**src/rtl/uart_tx_fifo_reader.sv**
```systemverilog
`default_nettype none
// +----------------------------------------------------------------------------+
// | uart_tx_fifo_reader                                                        |
// | Drains a 1-cycle-latency TX FIFO and serialises each word as a UART frame. |
// | Revision: 1.0                                                              |
// +----------------------------------------------------------------------------+
module uart_tx_fifo_reader #(
  parameter int DATA_WIDTH   = 8,
  parameter int CLKS_PER_BIT = 434,
  parameter int PARITY_EN    = 0,
  parameter int PARITY_ODD   = 0,
  parameter int STOP_BITS    = 1
) (
  input  logic                  clk,
  input  logic                  rst,
  input  logic                  fifo_empty,
  output logic                  fifo_rd_en,
  input  logic [DATA_WIDTH-1:0] fifo_rd_data,
  output logic                  tx,
  output logic                  busy,
  output logic                  tx_done
);

  localparam int CW = $clog2(CLKS_PER_BIT);
  localparam int IW = $clog2(DATA_WIDTH + 1);

  localparam logic [CW-1:0] c_BIT_LAST  = CW'(CLKS_PER_BIT - 1);
  localparam logic [IW-1:0] c_DATA_LAST = IW'(DATA_WIDTH - 1);
  localparam logic [IW-1:0] c_STOP_LAST = IW'(STOP_BITS - 1);
  localparam logic          c_ODD       = (PARITY_ODD != 0);

  localparam logic [2:0] c_IDLE   = 3'd0;
  localparam logic [2:0] c_FETCH  = 3'd1;
  localparam logic [2:0] c_START  = 3'd2;
  localparam logic [2:0] c_DATA   = 3'd3;
  localparam logic [2:0] c_PARITY = 3'd4;
  localparam logic [2:0] c_STOP   = 3'd5;

  logic [2:0]            state_q, state_d;
  logic [CW-1:0]         cnt_q, cnt_d;
  logic [IW-1:0]         idx_q, idx_d;
  logic [DATA_WIDTH-1:0] shreg_q, shreg_d;
  logic                  par_q, par_d;
  logic                  tx_q, tx_d;
  logic                  done_q, done_d;

  logic w_bit_end;
  logic w_last_stop;

  assign w_bit_end   = (cnt_q == c_BIT_LAST);
  assign w_last_stop = (state_q == c_STOP) && w_bit_end && (idx_q == c_STOP_LAST);

  always_ff @(posedge clk or posedge rst) begin
    if (rst) begin
      state_q <= c_IDLE;
      cnt_q   <= '0;
      idx_q   <= '0;
      shreg_q <= '0;
      par_q   <= 1'b0;
      tx_q    <= 1'b1;
      done_q  <= 1'b0;
    end else begin
      state_q <= state_d;
      cnt_q   <= cnt_d;
      idx_q   <= idx_d;
      shreg_q <= shreg_d;
      par_q   <= par_d;
      tx_q    <= tx_d;
      done_q  <= done_d;
    end
  end

  // tx is registered, so every branch sets up the level of the following bit.
  always_comb begin
    state_d = state_q;
    cnt_d   = w_bit_end ? '0 : cnt_q + 1'b1;
    idx_d   = idx_q;
    shreg_d = shreg_q;
    par_d   = par_q;
    tx_d    = tx_q;
    done_d  = 1'b0;
    case (state_q)
      c_IDLE: begin
        cnt_d = '0;
        idx_d = '0;
        tx_d  = 1'b1;
        if (fifo_rd_en) state_d = c_FETCH;
      end
      c_FETCH: begin
        cnt_d   = '0;
        shreg_d = fifo_rd_data;
        par_d   = (^fifo_rd_data) ^ c_ODD;
        tx_d    = 1'b0;
        state_d = c_START;
      end
      c_START: begin
        if (w_bit_end) begin
          tx_d    = shreg_q[0];
          shreg_d = shreg_q >> 1;
          idx_d   = '0;
          state_d = c_DATA;
        end
      end
      c_DATA: begin
        if (w_bit_end) begin
          if (idx_q == c_DATA_LAST) begin
            idx_d = '0;
            if (PARITY_EN != 0) begin
              tx_d    = par_q;
              state_d = c_PARITY;
            end else begin
              tx_d    = 1'b1;
              state_d = c_STOP;
            end
          end else begin
            tx_d    = shreg_q[0];
            shreg_d = shreg_q >> 1;
            idx_d   = idx_q + 1'b1;
          end
        end
      end
      c_PARITY: begin
        if (w_bit_end) begin
          tx_d    = 1'b1;
          idx_d   = '0;
          state_d = c_STOP;
        end
      end
      c_STOP: begin
        tx_d = 1'b1;
        if (w_bit_end) begin
          if (idx_q == c_STOP_LAST) begin
            done_d  = 1'b1;
            idx_d   = '0;
            state_d = fifo_rd_en ? c_FETCH : c_IDLE;
          end else begin
            idx_d = idx_q + 1'b1;
          end
        end
      end
      default: begin
        tx_d    = 1'b1;
        state_d = c_IDLE;
      end
    endcase
  end

  always_comb begin
    fifo_rd_en = 1'b0;
    busy       = (state_q != c_IDLE);
    if (!rst && !fifo_empty && ((state_q == c_IDLE) || w_last_stop)) fifo_rd_en = 1'b1;
  end

  assign tx      = tx_q;
  assign tx_done = done_q;

endmodule
`default_nettype wire

```
**config.mk**
```make
export PLATFORM = sky130hd
export DESIGN_NAME = uart_tx_fifo_reader
export DESIGN_NICKNAME = d
export VERILOG_FILES = /design/src/rtl/uart_tx_fifo_reader.sv
export SDC_FILE = /design/constraint.sdc
export NUM_CORES = 1
export LEC_CHECK = 0
export CORE_MARGIN = 3
export CORE_UTILIZATION = 45
export DETAILED_ROUTE_END_ITERATION = 10
export DONT_BUFFER_PORTS = 1
export PLACE_DENSITY = 0.72
export SKIP_LAST_GASP = 1
export SYNTH_ARGS = -nofsm -noshare
export SYNTH_HDL_FRONTEND = slang
export SYNTH_SLANG_ARGS = --single-unit
```
**constraint.sdc**
```tcl
create_clock -name clk -period 2.9 [get_ports clk]
set_clock_uncertainty 0.15 [all_clocks]
set_input_delay 0.58 -clock clk [delete_from_list [all_inputs] [get_ports clk]]
set_output_delay 0.58 -clock clk [all_outputs]
set_load 0.05 [all_outputs]
```
==> results.py, run 1 <==
metrics = {
    "run_status": {
        "status": "completed",
    },
    "logic_synthesis": {
        "yosys-mux-area-fraction_pct": 4.84,
        "yosysSeqAreaShare_pct": 45.0,
        "synth-xor-area-share_pct": 3.02,
        "ys.flop_type": "dfrtp_1",
        "syn_avg_cell_area_um2": 9.47,
        "synth.most_common_cell": "dfrtp_1",
        "ys_types": 45,
        "synth_fa_ha_area_share_pct": 4.15,
        "synth_top_family_by_area": "simple AND/OR/NAND/NOR gates",
        "synth_commonest_cells": "dfrtp_1 (25), nand3_1 (14), o21ai_0 (14), nor2_1 (12), nand2_1 (11)",
        "synth.net_count": 168,
        "synth-edff-count": 0,
        "synth_top_area_share_pct": 43.2,
        "ys_warn_count": 0,
        "synth_top_area_cell": "dfrtp_1",
        "synthCells": 153,
        "synth_simple_gate_area_share_pct": 23.3,
        "synth_compound_area_share_pct": 15.6,
        "synth_area_um2": 1450,
        "yosys-top-cells-area": "dfrtp_1 (43%), mux2i_1 (4.8%), nand3_1 (4.8%)",
        "async_flop_share_pct": 100,
        "ys_ff_latch": 26,
    },
    "drt": {
        "antenna_left": 0,
        "drt_first_pass_iters": 4,
        "wire_per_inst_um": 13.9,
        "met1_length_um": 1350,
        "wl_um": 2800,
        "top_layer": "met4",
        "post-route-drc-count": 0,
        "drtIter0Drc": 60,
        "met3_wirelength_um": 121,
        "dr_wl_met2_um": 1310,
        "viasPerCell": 5.57,
        "vias": 1120,
    },
    "sta": {
        "fin_crit_ps": 2870,
        "holdWs_ps": 187,
        "max_freq_ghz": 0.349,
        "drv_slew": 0,
        "hold_viol": 0,
        "max-slew-margin-rel_pct": 36.4,
        "worst_pin_slew_ps": 952,
        "rsz0062_at_grt": "yes",
        "fin_crit_sh_pct": 98.8,
        "setup_slack_ps": 34.5,
        "setup_viol": 0,
    },
    "critical_path": {
        "slowest_delay_ps": 560,
        "cp_cell_sequence": "or4b_4 > nor2_4 > nand4_1 > a2111oi_4 > buf_12",
        "crit_slowest_cell": "or4b_4",
        "end_kind": "output pin",
        "cp_max_fo": 2,
        "worst_ep_required_time_ps": 2170,
        "r2r_start": "cnt_q[2]",
        "worstPathArrival_ps": 2140,
        "reg2reg_to": "shreg_q[7]",
        "critPathKind": "reg -> out",
        "r2r_setup_slack_ps": 830,
        "reg2reg_depth": 5,
        "cp-start-kind": "flip-flop",
    },
    "placed_design": {
        "io_buffers": 0,
        "pre_cts_slack_ps": 164,
        "dpl.hpwl_um": 2030,
        "gp_congestion": 0.902,
        "dp_cells": 193,
    },
    "hold_path": {
        "holdCritPathClass": "in -> async",
    },
    "clock_network": {
        "cts_tree": "done",
        "path_clk_slew_ps": 150,
        "root_buffer": "clkbuf_4",
        "holdBufCountCts": 0,
        "clk-insertion-delay-late_ps": 330,
        "cts_buffers": 3,
        "clock-sinks": 26,
        "cts_max_path_buffers": 2,
        "htree_levels": 1,
    },
    "power_and_ir_drop": {
        "power.leakage_nw": 0.714,
        "p_total_w": 0.000639,
        "peakVddDrop_mv": 0.271,
        "power_density_nw_per_um2": 395,
    },
    "floorplan": {
        "start_util_pct": 50.0,
        "fp.dieW_um": 62.7,
        "coreArea_um2": 2900,
        "die_area_um2": 3940,
        "rows": 19,
        "die-height_um": 62.7,
        "ios": 15,
    },
    "global_routing": {
        "groute.usage.overall_pct": 15.5,
        "grt_start_max_net_pins": 27,
        "antenna_found_initial": 0,
        "grt_pass1_wl_um": 4980,
        "first_global_vias": 1072,
        "grt_overflow": 0,
    },
    "final_layout": {
        "layoutNonFillerInstCount": 201,
        "utilization_pct": 55.8,
        "area_growth_pct": 11.7,
        "antenna_cells": 0,
        "drive_above_1_share_pct": 13.8,
        "nets": 175,
    },
    "run": {
        "maxCapViolations": 0,
    },
}
layout by cell type (no fill, tap or decap), types with 2 or more instances in the layout:
| cell | count |
|---|---|
| a21oi_1 | 5 |
| buf_4 | 8 |
| clkbuf_4 | 3 |
| dfrtp_1 | 25 |
| ha_1 | 4 |
| inv_1 | 8 |
| mux2i_1 | 7 |
| nand2_1 | 11 |
| nand2b_1 | 3 |
| nand3_1 | 14 |
| nand4_1 | 4 |
| nor2_1 | 12 |
| nor3_1 | 2 |
| nor3b_1 | 2 |
| o21ai_0 | 14 |
| o22ai_1 | 2 |
| or3_1 | 3 |
| xnor2_1 | 3 |
| xor2_1 | 2 |
worst max-delay path: cells and delay by family (launching register included):
family                 cells  cell delay, ps
and+or+nand+nor            3             830
DFF                        1             400
buffers and inverters      1             180
AOI/OAI and AO/OA          1             400
worst max path at each step:
stage	start	end	slack, ps	depth (start not counted)
2_1_floorplan	cnt_q[2]	fifo_rd_en	80	4
3_3_place_gp	cnt_q[2]	fifo_rd_en	210	5
3_5_place_dp	cnt_q[2]	fifo_rd_en	160	5
4_1_cts	cnt_q[3]	fifo_rd_en	8	5
5_1_grt	cnt_q[3]	fifo_rd_en	-70	5
6_report	cnt_q[3]	fifo_rd_en	30	5
registers in the layout, indices dropped and copies added, names as in the netlist:
register and count:
cnt_q 9, idx_q 4, shreg_q 8, state_q 3, tx 1, tx_done 1
final cells by class:
class | instances | area [um^2]
fillers | 285 | 1280
inverters | 8 | 30.0
clock inverters | 1 | 30.0
well taps | 42 | 52.6
multi-input cells | 112 | 751
clock buffers | 3 | 22.5
repair buffers | 9 | 80.1
flip-flops and latches | 26 | 652
per-layer routing:
metal	track usage (%)	vias to the layer above
li1	-	562
met1	21.0	529
met2	24.8	25
met3	4.68	4
met4	3.03	0
met5	0	-
power breakdown:
group	internal (W)	switching (W)	leakage, nW
Combinational	0.00000498	0.0000103	0.360
Sequential	0.000368	0.00000302	0.326
Clock	0.000140	0.000112	0.0279
Total	0.000513	0.000125	0.714
timing repair:
item,4_1_cts,5_1_grt
pin swaps,3,0
gates resized for setup,0,0
setup endpoints to repair,1,1
buffers inserted,4,0
stage by stage:
stage | setup TNS (ps) | cell area, um^2
floorplan | 0 | 1460
global placement | 0 | 1540
detailed placement | 0 | 1540
CTS | 0 | 1620
global route | -74.0 | 1620
finish | 0 | 1620
cells by family (layout without fill, tap and decap cells):
family | count (synthesis) | count (layout)
mux | 7 | 7
flops | 26 | 26
compound gates | 33 | 33
simple gates | 62 | 62
xor+xnor | 5 | 5
fa+ha+maj | 5 | 5
buf+inv | 15 | 21
Power figures use the tool's default switching activity.
==> run 2, diff against run 1 <==
- GPL_TIMING_DRIVEN: not set -> 0
==> run 2 against run 1 <==
Against the previous run:
- the flow now finishes with violations (negative setup slack)
- maximum frequency is 7.1% lower
- sequential power is essentially flat
- utilization decreased by 0.30 points
- critical path depth is 1 lower
- total power increased by 0.16%
- count of clock-buffer cells in the layout is the same
- critical path type unchanged
- highest routed layer unchanged
==> results.py, run 2 (same netlist as run 1, synthesis figures left out) <==
metrics = {
    "drt": {
        "vias": 1142,
        "viasPerCell": 5.63,
        "antenna_left": 0,
        "drtIter0Drc": 53,
        "post-route-drc-count": 0,
        "wire_per_inst_um": 14.1,
        "wl_um": 2870,
        "drt_first_pass_iters": 4,
    },
    "sta": {
        "setup_viol": 1,
        "hold_viol": 0,
        "fin_crit_ps": 3090,
        "rsz0062_at_grt": "yes",
        "max_freq_ghz": 0.324,
        "drv_slew": 0,
        "setup_slack_ps": -186,
        "fin_crit_sh_pct": 106,
        "worst_pin_slew_ps": 960,
        "fin_tns_setup_ps": -186,
        "max-slew-margin-rel_pct": 35.9,
    },
    "floorplan": {
        "ios": 15,
        "rows": 19,
        "coreArea_um2": 2900,
        "die-height_um": 62.7,
        "die_area_um2": 3940,
        "start_util_pct": 50.0,
        "fp.dieW_um": 62.7,
    },
    "final_layout": {
        "largest_reg_flops": 9,
        "drive_above_1_share_pct": 13.0,
        "antenna_cells": 0,
        "top_regs": "cnt_q: 9 flops, shreg_q: 8 flops, idx_q: 4 flops",
        "top_register": "cnt_q",
        "nets": 177,
        "fin_area_um2": 1610,
        "layout_commonest_cell": "dfrtp_1",
        "area_growth_pct": 11.1,
        "mostFrequentLayoutCells": "dfrtp_1 (24), o21ai_0 (14), nand3_1 (14)",
        "n_fill_cell": 277,
    },
    "hold_path": {
        "holdCritPathClass": "in -> async",
    },
    "placed_design": {
        "placed_area_um2": 1510,
        "pre_cts_slack_ps": -128,
        "dpl.hpwl_um": 2030,
        "gp_congestion": 0.826,
        "io_buffers": 0,
    },
    "global_routing": {
        "first_global_vias": 1194,
        "groute.usage.overall_pct": 16.6,
        "antenna_found_initial": 0,
        "grt_overflow": 0,
        "grt_start_max_net_pins": 27,
        "grt_pass1_wl_um": 5310,
    },
    "critical_path": {
        "cp-start-kind": "flip-flop",
        "critPathKind": "reg -> out",
        "reg2reg_depth": 6,
        "slowest_delay_ps": 770,
        "r2r_setup_slack_ps": 630,
        "worstPathArrival_ps": 2360,
        "cp_top_family": "simple AND/OR/NAND/NOR gates",
        "crit_slowest_cell": "a2111oi_4",
        "cp_cell_sequence": "or4b_4 > nor2_4 > nand4_1 > a2111oi_4",
        "crit_cells": 4,
        "cp_max_fo": 2,
        "crit_buf_inv": 0,
        "end_kind": "output pin",
        "worst_ep_required_time_ps": 2170,
    },
    "run": {
        "maxCapViolations": 0,
    },
    "run_status": {
        "status": "finished, violations left",
        "violations": "negative setup slack",
    },
    "power_and_ir_drop": {
        "power_density_nw_per_um2": 398,
        "power.leakage_nw": 0.704,
        "peakVddDrop_mv": 0.363,
    },
    "clock_network": {
        "clock-sinks": 26,
        "clk-insertion-delay-late_ps": 340,
        "htree_levels": 1,
        "cts_buffers": 3,
        "cts_tree": "done",
        "path_clk_slew_ps": 150,
        "cts_max_path_buffers": 2,
        "root_buffer": "clkbuf_4",
    },
}
-- run 2: cell count changes in the layout (fill, tap and decap cells not counted), sizes merged --
cell	delta
buf	-1
clkbuf	+3
-- run 2: repair_timing --
action,4_1_cts,5_1_grt
pin swaps,3,0
hold buffers,0,0
gates resized for setup,3,0
buffers inserted,4,0
setup endpoints to repair,1,1
-- run 2: cell type report --
type | instances | area [um^2] | share of cell area (%)
plain buffers | 7 | 28.8 | 1.79
clock buffers | 3 | 22.5 | 1.40
clock inverters | 1 | 30.0 | 1.87
inverters | 8 | 30.0 | 1.87
multi-input cells | 112 | 762 | 47.4
flip-flops and latches | 26 | 653 | 40.6
well taps | 42 | 52.6 | 3.27
repair buffers | 4 | 30.0 | 1.87
-- run 2: per-layer routing --
layer	routed length, um	part of all wire, %	up-vias	track usage (%)
li1	-	-	564	-
met1	1330	47	543	21.6
met2	1320	46	28	26.5
met3	149	5.2	7	4.14
met4	59	2.1	0	6.89
met5	0	0	-	0
-- run 2: where the power goes --
part | internal, W | switching (W)
Combinational | 0.00000497 | 0.0000103
Clock | 0.000140 | 0.000113
Sequential | 0.000368 | 0.00000307
Total | 0.000513 | 0.000126
-- run 2: through the flow --
stage | util [%] | hold WS, ps | instances | power, W
2_1_floorplan | - | 300 | 153 | 0.000390
3_3_place_gp | 52.2 | 313 | 195 | 0.000393
3_5_place_dp | 52.2 | 324 | 195 | 0.000394
4_1_cts | 55.5 | 214 | 203 | 0.000648
5_1_grt | 55.5 | 250 | 203 | 0.000667
6_report | 55.5 | 180 | 203 | 0.000640
-- run 2: final timing paths --
check,startpoint,endpoint
max,cnt_q[3],fifo_rd_en
min,rst,state_q[1]
max reg2reg,cnt_q[3],shreg_q[4]
min reg2reg,cnt_q[0],cnt_q[0]
max in group asynchronous,rst,cnt_q[3]
min in group clk,fifo_rd_data[7],shreg_q[7]
==> run 3, diff against run 2 <==
- CORE_MARGIN: 3 -> 5
==> run 3 against run 2 <==
Against the previous run:
- the flow still finishes with violations (negative setup slack)
- wire length rose by 6.5%
- sequential share of layout area rose by 0.095 points
- count of clock-buffer cells in the layout did not move
- utilization fell by 3.3 points
- total power fell by 0.48%
- critical endpoint unchanged
- register-to-register slack got worse by 50 ps
- flip-flop and latch count did not move
- critical path type unchanged
- worst hold slack improved by 19 ps
- critical path depth rose by 1
==> results.py, run 3 (same netlist as run 1, synthesis figures left out) <==
metrics = {
    "sta": {
        "fin_crit_ps": 3110,
        "setup_viol": 1,
        "hold_viol": 0,
        "max-slew-margin-rel_pct": 34.7,
        "fin_tns_setup_ps": -208,
        "rsz0062_at_grt": "yes",
        "max_freq_ghz": 0.322,
        "worst_pin_slew_ps": 978,
        "fin_crit_sh_pct": 107,
        "drv_slew": 0,
        "setup_slack_ps": -208,
    },
    "power_and_ir_drop": {
        "peakVddDrop_mv": 0.338,
        "p_sw_share_pct": 19.4,
        "power.leakage_nw": 0.699,
        "comb_power_share_pct": 2.4,
        "p_int_w": 0.000513,
        "power.switching_w": 0.000123,
        "power_density_nw_per_um2": 397,
        "seq_power_share_pct": 58.3,
        "p_total_w": 0.000637,
        "power_frac_clock_pct": 39.3,
    },
    "drt": {
        "vias": 1176,
        "wire_per_inst_um": 14.9,
        "drtIter0Drc": 60,
        "antenna_left": 0,
        "wl_um": 3050,
        "viasPerCell": 5.74,
        "post-route-drc-count": 0,
        "drt_first_pass_iters": 4,
    },
    "floorplan": {
        "die-height_um": 66.7,
        "coreArea_um2": 3080,
        "rows": 20,
        "start_util_pct": 47.1,
        "fp.dieW_um": 66.7,
        "ios": 15,
        "die_area_um2": 4450,
    },
    "hold_path": {
        "holdCritPathClass": "in -> async",
    },
    "run_status": {
        "violations": "negative setup slack",
        "status": "finished, violations left",
    },
    "final_layout": {
        "drive_above_1_share_pct": 13.0,
        "top_regs": "cnt_q: 9 flops, shreg_q: 8 flops, idx_q: 4 flops",
        "multi_input_area_um2": 756,
        "antenna_cells": 0,
        "layout_commonest_cell": "dfrtp_1",
        "n_fill_cell": 284,
        "largest_reg_flops": 9,
        "regArea_um2": 653,
        "top_register": "cnt_q",
        "nets": 177,
        "area_growth_pct": 10.8,
        "mostFrequentLayoutCells": "dfrtp_1 (24), o21ai_0 (14), nand3_1 (14)",
    },
    "global_routing": {
        "grt_pass1_wl_um": 5390,
        "first_global_vias": 1235,
        "grt_start_max_net_pins": 27,
        "antenna_found_initial": 0,
        "grt_overflow": 0,
        "groute.usage.overall_pct": 15.8,
    },
    "clock_network": {
        "clk-insertion-delay-late_ps": 330,
        "holdBufCountCts": 0,
        "htree_levels": 1,
        "path_clk_slew_ps": 140,
        "cts_buffers": 3,
        "root_buffer": "clkbuf_4",
        "clock-sinks": 26,
        "cts_tree": "done",
        "cts_max_path_buffers": 2,
    },
    "critical_path": {
        "cp_top_family": "compound AO/OA/AOI/OAI gates",
        "cp_cell_sequence": "inv_1 > ha_1 > nor3b_2 > nand4_1 > a2111oi_4",
        "end_kind": "output pin",
        "cp_max_fo": 6,
        "cp-start-kind": "flip-flop",
        "slowest_delay_ps": 790,
        "crit_buf_inv": 1,
        "worst_ep_required_time_ps": 2170,
        "worstPathArrival_ps": 2380,
        "critPathKind": "reg -> out",
        "crit_slowest_cell": "a2111oi_4",
    },
    "placed_design": {
        "io_buffers": 0,
        "pre_cts_slack_ps": -111,
        "dpl.hpwl_um": 2230,
        "gp_congestion": 0.832,
    },
    "run": {
        "maxCapViolations": 0,
    },
}
run 3: metal layers:
| layer | vias to the layer above | track usage (%) | routed length, um |
|---|---|---|---|
| li1 | 570 | - | - |
| met1 | 573 | 18.9 | 1370 |
| met2 | 23 | 26.4 | 1460 |
| met3 | 10 | 5.23 | 144 |
| met4 | 0 | 5.58 | 83 |
| met5 | - | 0 | 0 |
run 3: timing repair:
action	4_1_cts	5_1_grt
buffers inserted	4	0
pin swaps	3	0
gates resized for setup	2	0
endpoints found under the setup margin	1	1
run 3: final cells by class:
cell class	instances	area share, %
inverter	8	1.87
buffer	7	1.79
sequential	26	40.7
multi-input combinational	112	47.1
clock buffer	3	1.40
tap	44	3.43
timing repair buffer	4	1.87
clock inverter	1	1.87
run 3: worst paths after layout:
path | start | to | slack, ps | cells past startpoint
min | rst | state_q[1] | 200 | 1
min in group clk | fifo_rd_data[7] | shreg_q[7] | 270 | 1
max | idx_q[0] | fifo_rd_en | -210 | 5
min reg2reg | shreg_q[1] | shreg_q[1] | 350 | 2
max in group asynchronous | rst | cnt_q[3] | 1750 | 1
max reg2reg | cnt_q[2] | shreg_q[6] | 580 | 6
run 3: stage by stage:
| step | instances | cell area [um^2] | utilization [%] | hold slack, ps |
|---|---|---|---|---|
| after floorplan | 153 | 1460 | - | 300 |
| after global placement | 197 | 1520 | 49.3 | 312 |
| after detailed placement | 197 | 1520 | 49.3 | 324 |
| after CTS | 205 | 1610 | 52.2 | 225 |
| after global routing | 205 | 1610 | 52.2 | 225 |
| final | 205 | 1610 | 52.2 | 200 |
run 3: power groups by stage:
stage	Clock [W]	Combinational, W	Sequential (W)
floorplan	0	0.0000129	0.000377
global placement	0	0.0000154	0.000378
detailed placement	0	0.0000162	0.000378
CTS	0.000257	0.0000162	0.000371
global route	0.000281	0.0000188	0.000372
finish	0.000250	0.0000154	0.000371
